[config.mk]
export PLATFORM = sky130hd
export DESIGN_NAME = button_event_fsm
export DESIGN_NICKNAME = d
export VERILOG_FILES = /design/src/rtl/button_event_fsm_pkg.sv /design/src/rtl/button_event_fsm.sv
export SDC_FILE = /design/constraint.sdc
export NUM_CORES = 1
export LEC_CHECK = 0
export BUFFER_PORTS_ARGS = -buffer_cell sky130_fd_sc_hd__clkbuf_2
export CAP_MARGIN = 20
export CORE_MARGIN = 3
export CORE_UTILIZATION = 49
export CTS_CLUSTER_DIAMETER = 80
export CTS_CLUSTER_SIZE = 25
export DETAILED_ROUTE_END_ITERATION = 8
export PLACE_DENSITY = 0.69
export SYNTH_ARGS = -nofsm -noshare
export SYNTH_HDL_FRONTEND = slang
export SYNTH_SLANG_ARGS = --single-unit
[constraint.sdc]
create_clock -name clk -period 1.9 [get_ports clk]
set_input_delay 0.38 -clock clk [delete_from_list [all_inputs] [get_ports clk]]
set_output_delay 0.38 -clock clk [all_outputs]
set_load 0.01 [all_outputs]
[src/rtl/button_event_fsm_pkg.sv]
// Shared types and default timing for the button event FSM.
// Defaults assume the 100 MHz board clock: 0.5 s long press, 0.1 s repeat period.
package button_event_fsm_pkg;

  typedef enum logic [1:0] {
    ST_LOCKOUT = 2'd0,
    ST_IDLE    = 2'd1,
    ST_PRESSED = 2'd2,
    ST_HELD    = 2'd3
  } state_t;

  localparam int CLK_HZ             = 100_000_000;
  localparam int DEF_LONG_CYCLES    = CLK_HZ / 2;
  localparam int DEF_REPEAT_CYCLES  = CLK_HZ / 10;
  localparam int DEF_CNT_W          = 26;

endpackage

[src/rtl/button_event_fsm.sv]
// Turns one debounced button level into registered press/release/click/long/repeat pulses.
// One FSM plus one down-bounded up-counter that is reused for the long and repeat timers.
//
// state      | meaning
// -----------+-------------------------------------------------------------
// ST_LOCKOUT | after reset; waits for btn_in=0 so a held button is ignored
// ST_IDLE    | released, waiting for a press
// ST_PRESSED | pressed, counting toward the long-press threshold
// ST_HELD    | long press reported, counter paces the auto-repeat
module button_event_fsm
  import button_event_fsm_pkg::*;
#(
  parameter int LONG_CYCLES   = DEF_LONG_CYCLES,
  parameter int REPEAT_CYCLES = DEF_REPEAT_CYCLES,
  parameter int CNT_W         = DEF_CNT_W
) (
  input  logic clk,
  input  logic rst,
  input  logic btn_in,
  input  logic repeat_en,
  output logic press_pulse,
  output logic release_pulse,
  output logic click_pulse,
  output logic long_pulse,
  output logic repeat_pulse,
  output logic held
);

  localparam logic [CNT_W-1:0] LONG_TC = CNT_W'(LONG_CYCLES - 1);
  localparam logic [CNT_W-1:0] REP_TC  = CNT_W'(REPEAT_CYCLES - 1);

  state_t             r_state;
  state_t             w_state_nxt;
  logic [CNT_W-1:0]   r_cnt;
  logic [CNT_W-1:0]   w_cnt_nxt;

  logic r_press, r_release, r_click, r_long, r_repeat, r_held;
  logic w_press, w_release, w_click, w_long, w_repeat, w_held;

  always_ff @(posedge clk or posedge rst) begin
    if (rst) begin
      r_state   <= ST_LOCKOUT;
      r_cnt     <= '0;
      r_press   <= 1'b0;
      r_release <= 1'b0;
      r_click   <= 1'b0;
      r_long    <= 1'b0;
      r_repeat  <= 1'b0;
      r_held    <= 1'b0;
    end else begin
      r_state   <= w_state_nxt;
      r_cnt     <= w_cnt_nxt;
      r_press   <= w_press;
      r_release <= w_release;
      r_click   <= w_click;
      r_long    <= w_long;
      r_repeat  <= w_repeat;
      r_held    <= w_held;
    end
  end

  // Release is tested before the terminal counts so it wins a same-edge tie.
  always_comb begin
    w_state_nxt = r_state;
    w_cnt_nxt   = r_cnt;
    w_press     = 1'b0;
    w_release   = 1'b0;
    w_click     = 1'b0;
    w_long      = 1'b0;
    w_repeat    = 1'b0;

    case (r_state)
      ST_LOCKOUT: begin
        w_cnt_nxt = '0;
        if (!btn_in) w_state_nxt = ST_IDLE;
      end
      ST_IDLE: begin
        w_cnt_nxt = '0;
        if (btn_in) begin
          w_state_nxt = ST_PRESSED;
          w_press     = 1'b1;
        end
      end
      ST_PRESSED: begin
        if (!btn_in) begin
          w_state_nxt = ST_IDLE;
          w_release   = 1'b1;
          w_click     = 1'b1;
          w_cnt_nxt   = '0;
        end else if (r_cnt == LONG_TC) begin
          w_state_nxt = ST_HELD;
          w_long      = 1'b1;
          w_cnt_nxt   = '0;
        end else begin
          w_cnt_nxt = r_cnt + 1'b1;
        end
      end
      ST_HELD: begin
        if (!btn_in) begin
          w_state_nxt = ST_IDLE;
          w_release   = 1'b1;
          w_cnt_nxt   = '0;
        end else if (r_cnt == REP_TC) begin
          // Wraps even with repeat disabled so the repeat phase stays tied to the long edge.
          w_cnt_nxt = '0;
          w_repeat  = repeat_en;
        end else begin
          w_cnt_nxt = r_cnt + 1'b1;
        end
      end
      default: begin
        w_state_nxt = ST_LOCKOUT;
        w_cnt_nxt   = '0;
      end
    endcase

    w_held = (w_state_nxt == ST_PRESSED) || (w_state_nxt == ST_HELD);
  end

  assign press_pulse   = r_press;
  assign release_pulse = r_release;
  assign click_pulse   = r_click;
  assign long_pulse    = r_long;
  assign repeat_pulse  = r_repeat;
  assign held          = r_held;

endmodule

# After elaboration in Yosys (flattened, before gate mapping)
# Index checks and enable logic that the tools add are counted.
# W data, S select, Z words.
[totals]
regBits = 34
in_bits = 4
output_inout_bits = 6
word_cells = 42
[op_classes]
add_sub_neg = 1
n_eq_ne = 7
n_mux = 21
reduce_logical = 5
[op_table]
columns = ["cell", "count"]
rows = [
  ["$mux W26", 4],
  ["$pmux W26 S3", 1],
  ["$add A26 B1 Y26 const B", 1],
  ["$eq A26 B24 Y1 const B", 1],
  ["$eq A26 B26 Y1 const B", 1],
  ["$mux W1", 11],
  ["$eq A2 B2 Y1 const B", 4],
  ["$mux W2", 4],
  ["$pmux W2 S3", 1],
  ["$reduce_or A2 Y1", 3],
  ["$eq A2 B1 Y1 const B", 1],
  ["$logic_not A2 Y1", 1],
  ["$logic_or A1 B1 Y1", 1],
]

# Depth between registers and ports, before layout
# Gate-level depths: netlist of the first run.
[logic_depth]
word_depth = 6
depth_mapped = 7
mapped_depth_nobuf = 6

# Worst setup path after synthesis of the first run
# No wires, ideal clock.
[synth_path]
kind = "register to register"
start = "reg r_cnt[17]"
end = "reg r_cnt[13]"
setup_time_ns = 0.143
t_arrival_ns = 1.908
required_time_ns = 1.757
path_slack_ns = -0.151
stages_incl_launch_ff = 8
n_path_buf = 3
synth_period_minus_slack_ns = 2.051
cell_sequence = "dfrtp_1 -> clkbuf_1 -> or4b_2 -> nor3_1 -> a31o_2 -> buf_2 -> buf_2 -> a22oi_1"
[synth_via]
elab_chain_len = 4
elab_cells_between_ends = 7
classes_between = "2 x eq/ne; 5 x mux"
[synth_lines]
columns = ["item", "line_no", "text"]
rows = [
  ["start: declaration", "button_event_fsm.sv:34", "logic [CNT_W-1:0] r_cnt;"],
  ["start signal: assignment", "button_event_fsm.sv:52", "r_cnt <= w_cnt_nxt;"],
  ["$eq A26 B24 Y1 / $eq A26 B26 Y1 (equally long branches)", "button_event_fsm.sv:103, button_event_fsm.sv:90", ""],
  ["$mux W26, on equally long branches", "button_event_fsm.sv:103, button_event_fsm.sv:90", ""],
  ["$mux W26, on equally long branches", "button_event_fsm.sv:99, button_event_fsm.sv:85", ""],
  ["$pmux W26 S3 (*)", "button_event_fsm.sv:72", "case (r_state)"],
  ["via w_cnt_nxt[13]", "button_event_fsm.sv:35", "logic [CNT_W-1:0] w_cnt_nxt;"],
]
# The timed path passes the listed nets; every way through them passes the cells marked *.

# Worst setup path in the final report of the first run
[layout_path]
start = "reg r_cnt[11]"
end = "reg r_cnt[21]"
[layout_via]
elab_chain_len = 4
elab_cells_between_ends = 8
classes_between = "1 x add/sub; 2 x eq/ne; 5 x mux"
[layout_lines]
columns = ["item", "line_no"]
rows = [
  ["$add A26 B1 Y26 (tied with other cells)", "button_event_fsm.sv:95, button_event_fsm.sv:108"],
  ["$mux W26, on equally long branches", "button_event_fsm.sv:103, button_event_fsm.sv:90"],
  ["$mux W26, on equally long branches", "button_event_fsm.sv:99, button_event_fsm.sv:85"],
  ["$pmux W26 S3 (*)", "button_event_fsm.sv:72"],
  ["via w_cnt_nxt[21]", "button_event_fsm.sv:35"],
]
# Marks and branches as above.

==> results of run 1 <==
[cell usage in the layout, fill, tap and decap left out, drive strengths merged, types with 9 or more instances in the layout]
master | netlist | layout
a21oi | 13 | 13
nand2 | 11 | 11
nand4 | 10 | 10
clkbuf | 6 | 16
a22oi | 12 | 12
or4 | 9 | 9
nand3 | 9 | 9
nor2 | 11 | 11
dfrtp | 33 | 33
buf | 4 | 41
[cells by family (layout without fill, tap and decap cells)]
kind of cell	after synthesis	count (layout)	synth area share, %
DFF	33	33	45.39
and+or+nand+nor	77	77	25.17
buffers and inverters	16	64	3.920
xor gates and xnor gates	11	11	5.296
adders and majority gates	5	5	3.439
AOI/OAI and AO/OA	46	46	16.78
[registers in the layout, summed over array words and instances, names as in the netlist]
register       flops
long_pulse         1
r_state            1
repeat_pulse       1
held               1
press_pulse        1
click_pulse        1
release_pulse      1
r_cnt             26
[layer usage]
metal  GRT usage, %  vias up  wire, um
li1               -      803         -
met1          28.07      878      2157
met2          39.98       70      2672
met3          6.239       19       267
met4          8.354        0       128
met5              0        -         0
[path summary, 6_finish.rpt]
path,start,endpoint,cells after the start
worst max-delay path,r_cnt[11]$_DFF_PP0_,r_cnt[21]$_DFF_PP0_,4
worst min-delay path,rst,long_pulse$_DFF_PP0_,3
worst max register to register,r_cnt[11]$_DFF_PP0_,r_cnt[21]$_DFF_PP0_,4
worst min register to register,r_cnt[24]$_DFF_PP0_,r_cnt[24]$_DFF_PP0_,2
max in group asynchronous,rst,r_cnt[9]$_DFF_PP0_,3
min in group clk,repeat_en,repeat_pulse$_DFF_PP0_,3
[per-stage QoR]
step / hold slack [ps] / setup WS, ps / instances
5_1_grt: 178.1 / -68.64 / 282
3_3_place_gp: 454.0 / -59.24 / 265
6_report: 151.5 / -77.73 / 282
2_1_floorplan: 429.6 / -29.53 / 188
4_1_cts: 160.0 / -13.35 / 279
3_5_place_dp: 463.2 / -80.11 / 265
[repair_timing]
action,in CTS,in global routing
endpoints found under the setup margin,16,26
resized for setup,10,28
pin swaps,10,4
setup buffers,6,3
[worst max-delay path, stage by stage (launching register included)]
cell and delay (ps):
dfrtp_1 420, nand3_2 130, or4_4 610, or4_4 540, a22oi_2 200
[power groups by stage]
stage               Combinational [uW]  Sequential [uW]  Clock, uW
CTS                                323              776        592
global route                       390              780        618
finish                             338              777        583
floorplan                          196              795          0
global placement                   291              785          0
detailed placement                 302              787          0
[cell type report]
cell class / instances / area (sq um) / area share [%]
multi-input cells: 139 / 1086 / 43.82
flip-flops and latches: 33 / 827.0 / 33.37
repair buffers: 50 / 384.1 / 15.50
clock buffers: 7 / 96.34 / 3.887
well taps: 46 / 57.56 / 2.322
inverters: 6 / 22.52 / 0.9086
clock inverters: 1 / 5.005 / 0.2019
==> out/metrics.yaml, run 1 <==
status: "finished, violations left"
violations: "setup timing"
rows: 21
antenna_found_initial: 0
max_cap_violations: 0
internal_power_uw: 1210
critical_path.endpoint_type: "flip-flop"
postRouteAntennaNets: 0
fin_nets: 244
fp.dieArea_sq_mm: 0.004480
synthFlopType: "dfrtp_1"
yosysWarnings: 0
grt-ovfl-total: 0
p_sw_uw: 486.7
tightest_slew_ps: 405.0
fillers: 247
ys_seq_elements: 33
initial_core_util_pct: 52.85
wirelength_um: 5225
setup_viol: 4
p_leak_uw: 0.001008
ys_top_cells_by_count: "33 x dfrtp_1, 13 x a21oi_1, 11 x a22oi_1, 11 x nand2_1, 11 x nor2_1"
cts_tree: "yes"
netlist_area_sq_mm: 0.001819
synth_cell_types: 37
seq_power_share_pct: 45.8
clock_power_share_pct: 34.3
p_comb_share_pct: 19.9
drt_iter0_markers: 157
required_ps: 2100
finalWorstSetupSlack_ps: -77.73
drc: 0
numCtsBuffers: 5
ctsLongestPathBuffers: 2
ys_seq_area_share_pct: 45.39
period_share_pct: 104.1
worst_setup_path_start_kind: "flip-flop"
final_cell_area_sq_mm: 0.002479
cts_max_level: 2
core_sq_mm: 0.003442
grt_pass1_vias: 1701
slew_headroom_pct: 72.75
rrSetupSlack_ps: -80
max_clock_freq_mhz: 505.6
peakVddDrop_uv: 601.4
dieHeight_um: 66.93
die_x_um: 66.93
worstPathArrival_ps: 2180
synth_most_common_cell: "dfrtp_1"
cp_max_fo: 6
cts.sinks: 33
drive_above_1_share_pct: 38.14
place_congestion: 0.9284
synth.area.top_cells: "dfrtp_1 45%, a22oi_1 4.5%, a21oi_1 3.6%"
viasPerCell: 6.277
grt_max_degree: 34
synth-edff-count: 0
area_delta_synth_final_pct: 36.24
routedWlPerCell_um: 18.53
clk_latency_ps: 290
vias: 1770
avgSynthCellArea_sq_um: 9.677
antenna_cells: 0
drt-pass1-iter-count: 4
synth_top_area_share_pct: 45.39
min_period_ps: 1978
hpwl_um: 3052
hold_class: "in -> async"
tns_ps: -149.3
root_buffer: "clkbuf_8"
synthCells: 188
power.total_uw: 1697
cts.clk_slew.worst_paths_ps: 70
slew_violations: 0
portBuffers: 9
critical_path_class: "reg -> reg"
async_reset_ff_share_pct: 100.0
ioPinCount: 10
hold_viol: 0
skew_ps: 4.966
rsz0062_at_grt: "true"
grt_use_total_pct: 23.40
dpl_cell_area_sq_mm: 0.002133
cts_hold_buf: 0
syn_nets: 197
power_density_mw_per_mm2: 684.7
utilization_pct: 72.01
synth_area_leader_cell: "dfrtp_1"
swShare_pct: 28.68
grt_pass1_wl_um: 7872
(Power assumes the default switching activity.)
==> inputs of run 2 (changes only) <==
--- a/config.mk
+++ b/config.mk
@@ -12,6 +12,7 @@
 export CTS_CLUSTER_DIAMETER = 80
 export CTS_CLUSTER_SIZE = 25
 export DETAILED_ROUTE_END_ITERATION = 8
+export MAX_ROUTING_LAYER = met4
 export PLACE_DENSITY = 0.69
 export SYNTH_ARGS = -nofsm -noshare
 export SYNTH_HDL_FRONTEND = slang
==> run 2 against run 1 <==
The flow still finishes with violations (setup timing). Total power fell by 4.7%. Clock-buffer cell count rose by 1. Clock power down 14%. Die area unchanged. Highest routed layer unchanged.
==> out/metrics.yaml, run 2 (synthesis gave the netlist of run 1 again) <==
required_ps: 2100  # about the same
vias: 1718  # -2.9%
grt-ovfl-total: 0  # unchanged
finalWorstSetupSlack_ps: -18.63  # +59.10 ps
area_delta_synth_final_pct: 30.47
rsz0062_at_grt: "true"
numCtsBuffers: 5  # unchanged
worst_setup_path_start_kind: "flip-flop"
setup_viol: 2  # -2
tightest_slew_ps: 412.4  # +7.339 ps
hpwl_um: 3032  # -0.63%
path_cells: "nand4_4, or4_4, or4_4, a22oi_2"
max_clock_freq_mhz: 521.2  # +3.1%
cts.sinks: 33  # unchanged
layout_commonest_cell: "buf_4"
critical_path.endpoint_type: "flip-flop"
rows: 21  # unchanged
top_register: "r_cnt"
drt-pass1-iter-count: 4  # unchanged
power.total_uw: 1618  # -4.7%
peakVddDrop_uv: 422.4  # -30%
ioPinCount: 10  # unchanged
ctsLongestPathBuffers: 2  # unchanged
cts_max_level: 2  # unchanged
dieHeight_um: 66.93  # unchanged
antenna_found_initial: 0  # unchanged
max_cap_violations: 0  # unchanged
drive_above_1_share_pct: 32.62  # -5.5 points
cp_max_fo: 8  # +2
reg2reg_to: "r_cnt[24]$_DFF_PP0_"
violations: "setup timing"
slew_headroom_pct: 72.51  # -0.24 points
rrSetupSlack_ps: -20  # +60 ps
grt_max_degree: 34  # unchanged
grt_pass1_vias: 1687  # -0.82%
reg2reg_depth: 4  # unchanged
portBuffers: 9  # unchanged
clk_latency_ps: 280  # about the same
skew_ps: 4.053  # -0.9134 ps
root_buffer: "clkbuf_8"
cp_common_cell: "or4_4"
cts_tree: "yes"
status: "finished, violations left"
wirelength_um: 4491  # -14%
power_density_mw_per_mm2: 681.6  # -0.46%
hold_class: "in -> async"
die_x_um: 66.93  # unchanged
initial_core_util_pct: 52.85  # unchanged
critical_path_class: "reg -> reg"
postRouteAntennaNets: 0  # unchanged
period_share_pct: 101.0  # -3.1 points
slew_violations: 0  # unchanged
core_sq_mm: 0.003442  # unchanged
viasPerCell: 6.158  # -1.9%
p_leak_uw: 0.0009712  # -3.7%
r2r-start: "r_cnt[4]$_DFF_PP0_"
utilization_pct: 68.96  # -3.1 points
place_congestion: 0.9378  # +1.0%
grt_use_total_pct: 22.33  # -1.1 points
min_period_ps: 1919  # -59.10 ps
drt_iter0_markers: 142  # -9.6%
hold_viol: 0  # unchanged
largest_register_ffs: 26  # unchanged
most-common-layout-cells: "35 x buf_4, 32 x dfrtp_1, 13 x a21oi_1, 11 x nor2_1"
cp_slowest_cell: "or4_4"
fp.dieArea_sq_mm: 0.004480  # unchanged
cts.clk_slew.worst_paths_ps: 70  # about the same
slowest_delay_ps: 610  # about the same
drc: 0  # unchanged
fin_nets: 241  # -1.2%
antenna_cells: 0  # unchanged
worstPathArrival_ps: 2120  # -60 ps
grt_pass1_wl_um: 7438  # -5.5%
routedWlPerCell_um: 16.10  # -13%
cts_hold_buf: 0  # unchanged
[run 2: cell count changes in the layout (fill, tap and decap cells not counted), sizes merged]
cell,previous run,this run
buf,41,37
clkbuf,16,17
clkinv,1,0
or4,9,10
[run 2: how the worst max path moves through the flow]
stage                       startpoint                   to  slack, ps
global placement    r_cnt[6]$_DFF_PP0_  r_cnt[19]$_DFF_PP0_        -40
finish              r_cnt[4]$_DFF_PP0_  r_cnt[24]$_DFF_PP0_        -20
floorplan           r_cnt[3]$_DFF_PP0_  r_cnt[18]$_DFF_PP0_        -30
CTS                 r_cnt[3]$_DFF_PP0_  r_cnt[24]$_DFF_PP0_        -30
detailed placement  r_cnt[6]$_DFF_PP0_  r_cnt[19]$_DFF_PP0_       -110
global route        r_cnt[0]$_DFF_PP0_  r_cnt[14]$_DFF_PP0_        -80
[run 2: area by class of cell]
class	count	area, sq um
fillers	257	1069
multi-input cells	140	1039
flip-flops and latches	33	827.0
repair buffers	46	347.8
clock buffers	8	80.08
well taps	46	57.56
inverters	6	22.52
[run 2: routing by layer]
layer,track usage (%),vias up,wire (um)
li1,-,801,-
met1,28.09,857,1980
met2,35.15,54,2206
met3,5.228,6,251
met4,8.101,0,53
met5,-,-,0
[run 2: power by group]
group / leakage (uW) / internal [uW] / switching (uW)
Combinational: 0.000475 / 139 / 197
Clock: 0.0000395 / 260 / 242
Sequential: 0.000456 / 742 / 38.5
Total: 0.000971 / 1140 / 477
[run 2: timing repair]
item	in CTS	in global routing
gates resized for setup	3	18
buffers inserted	2	4
gates cloned	0	1
setup endpoints to repair	19	26
pin swaps	3	4
[run 2: metrics by stage]
| step | setup slack [ps] | cell area (sq um) | cells | hold slack, ps | setup TNS [ps] |
|---|---|---|---|---|---|
| after floorplan | -29.53 | 1844 | 188 | 429.6 | -43.78 |
| after global routing | -82.44 | 2374 | 279 | 195.3 | -458.7 |
| after detailed placement | -111.6 | 2138 | 264 | 461.6 | -527.9 |
| final | -18.63 | 2374 | 279 | 170.9 | -21.25 |
| after global placement | -39.43 | 2138 | 264 | 459.1 | -327.3 |
| after CTS | -25.75 | 2256 | 274 | 179.2 | -47.60 |
[run 2: critical path, delay by kind of cell (launching register included)]
kind / cells / cell delay [ps]
DFF: 1 / 390
and+or+nand+nor: 3 / 1290
AOI/OAI and AO/OA: 1 / 160
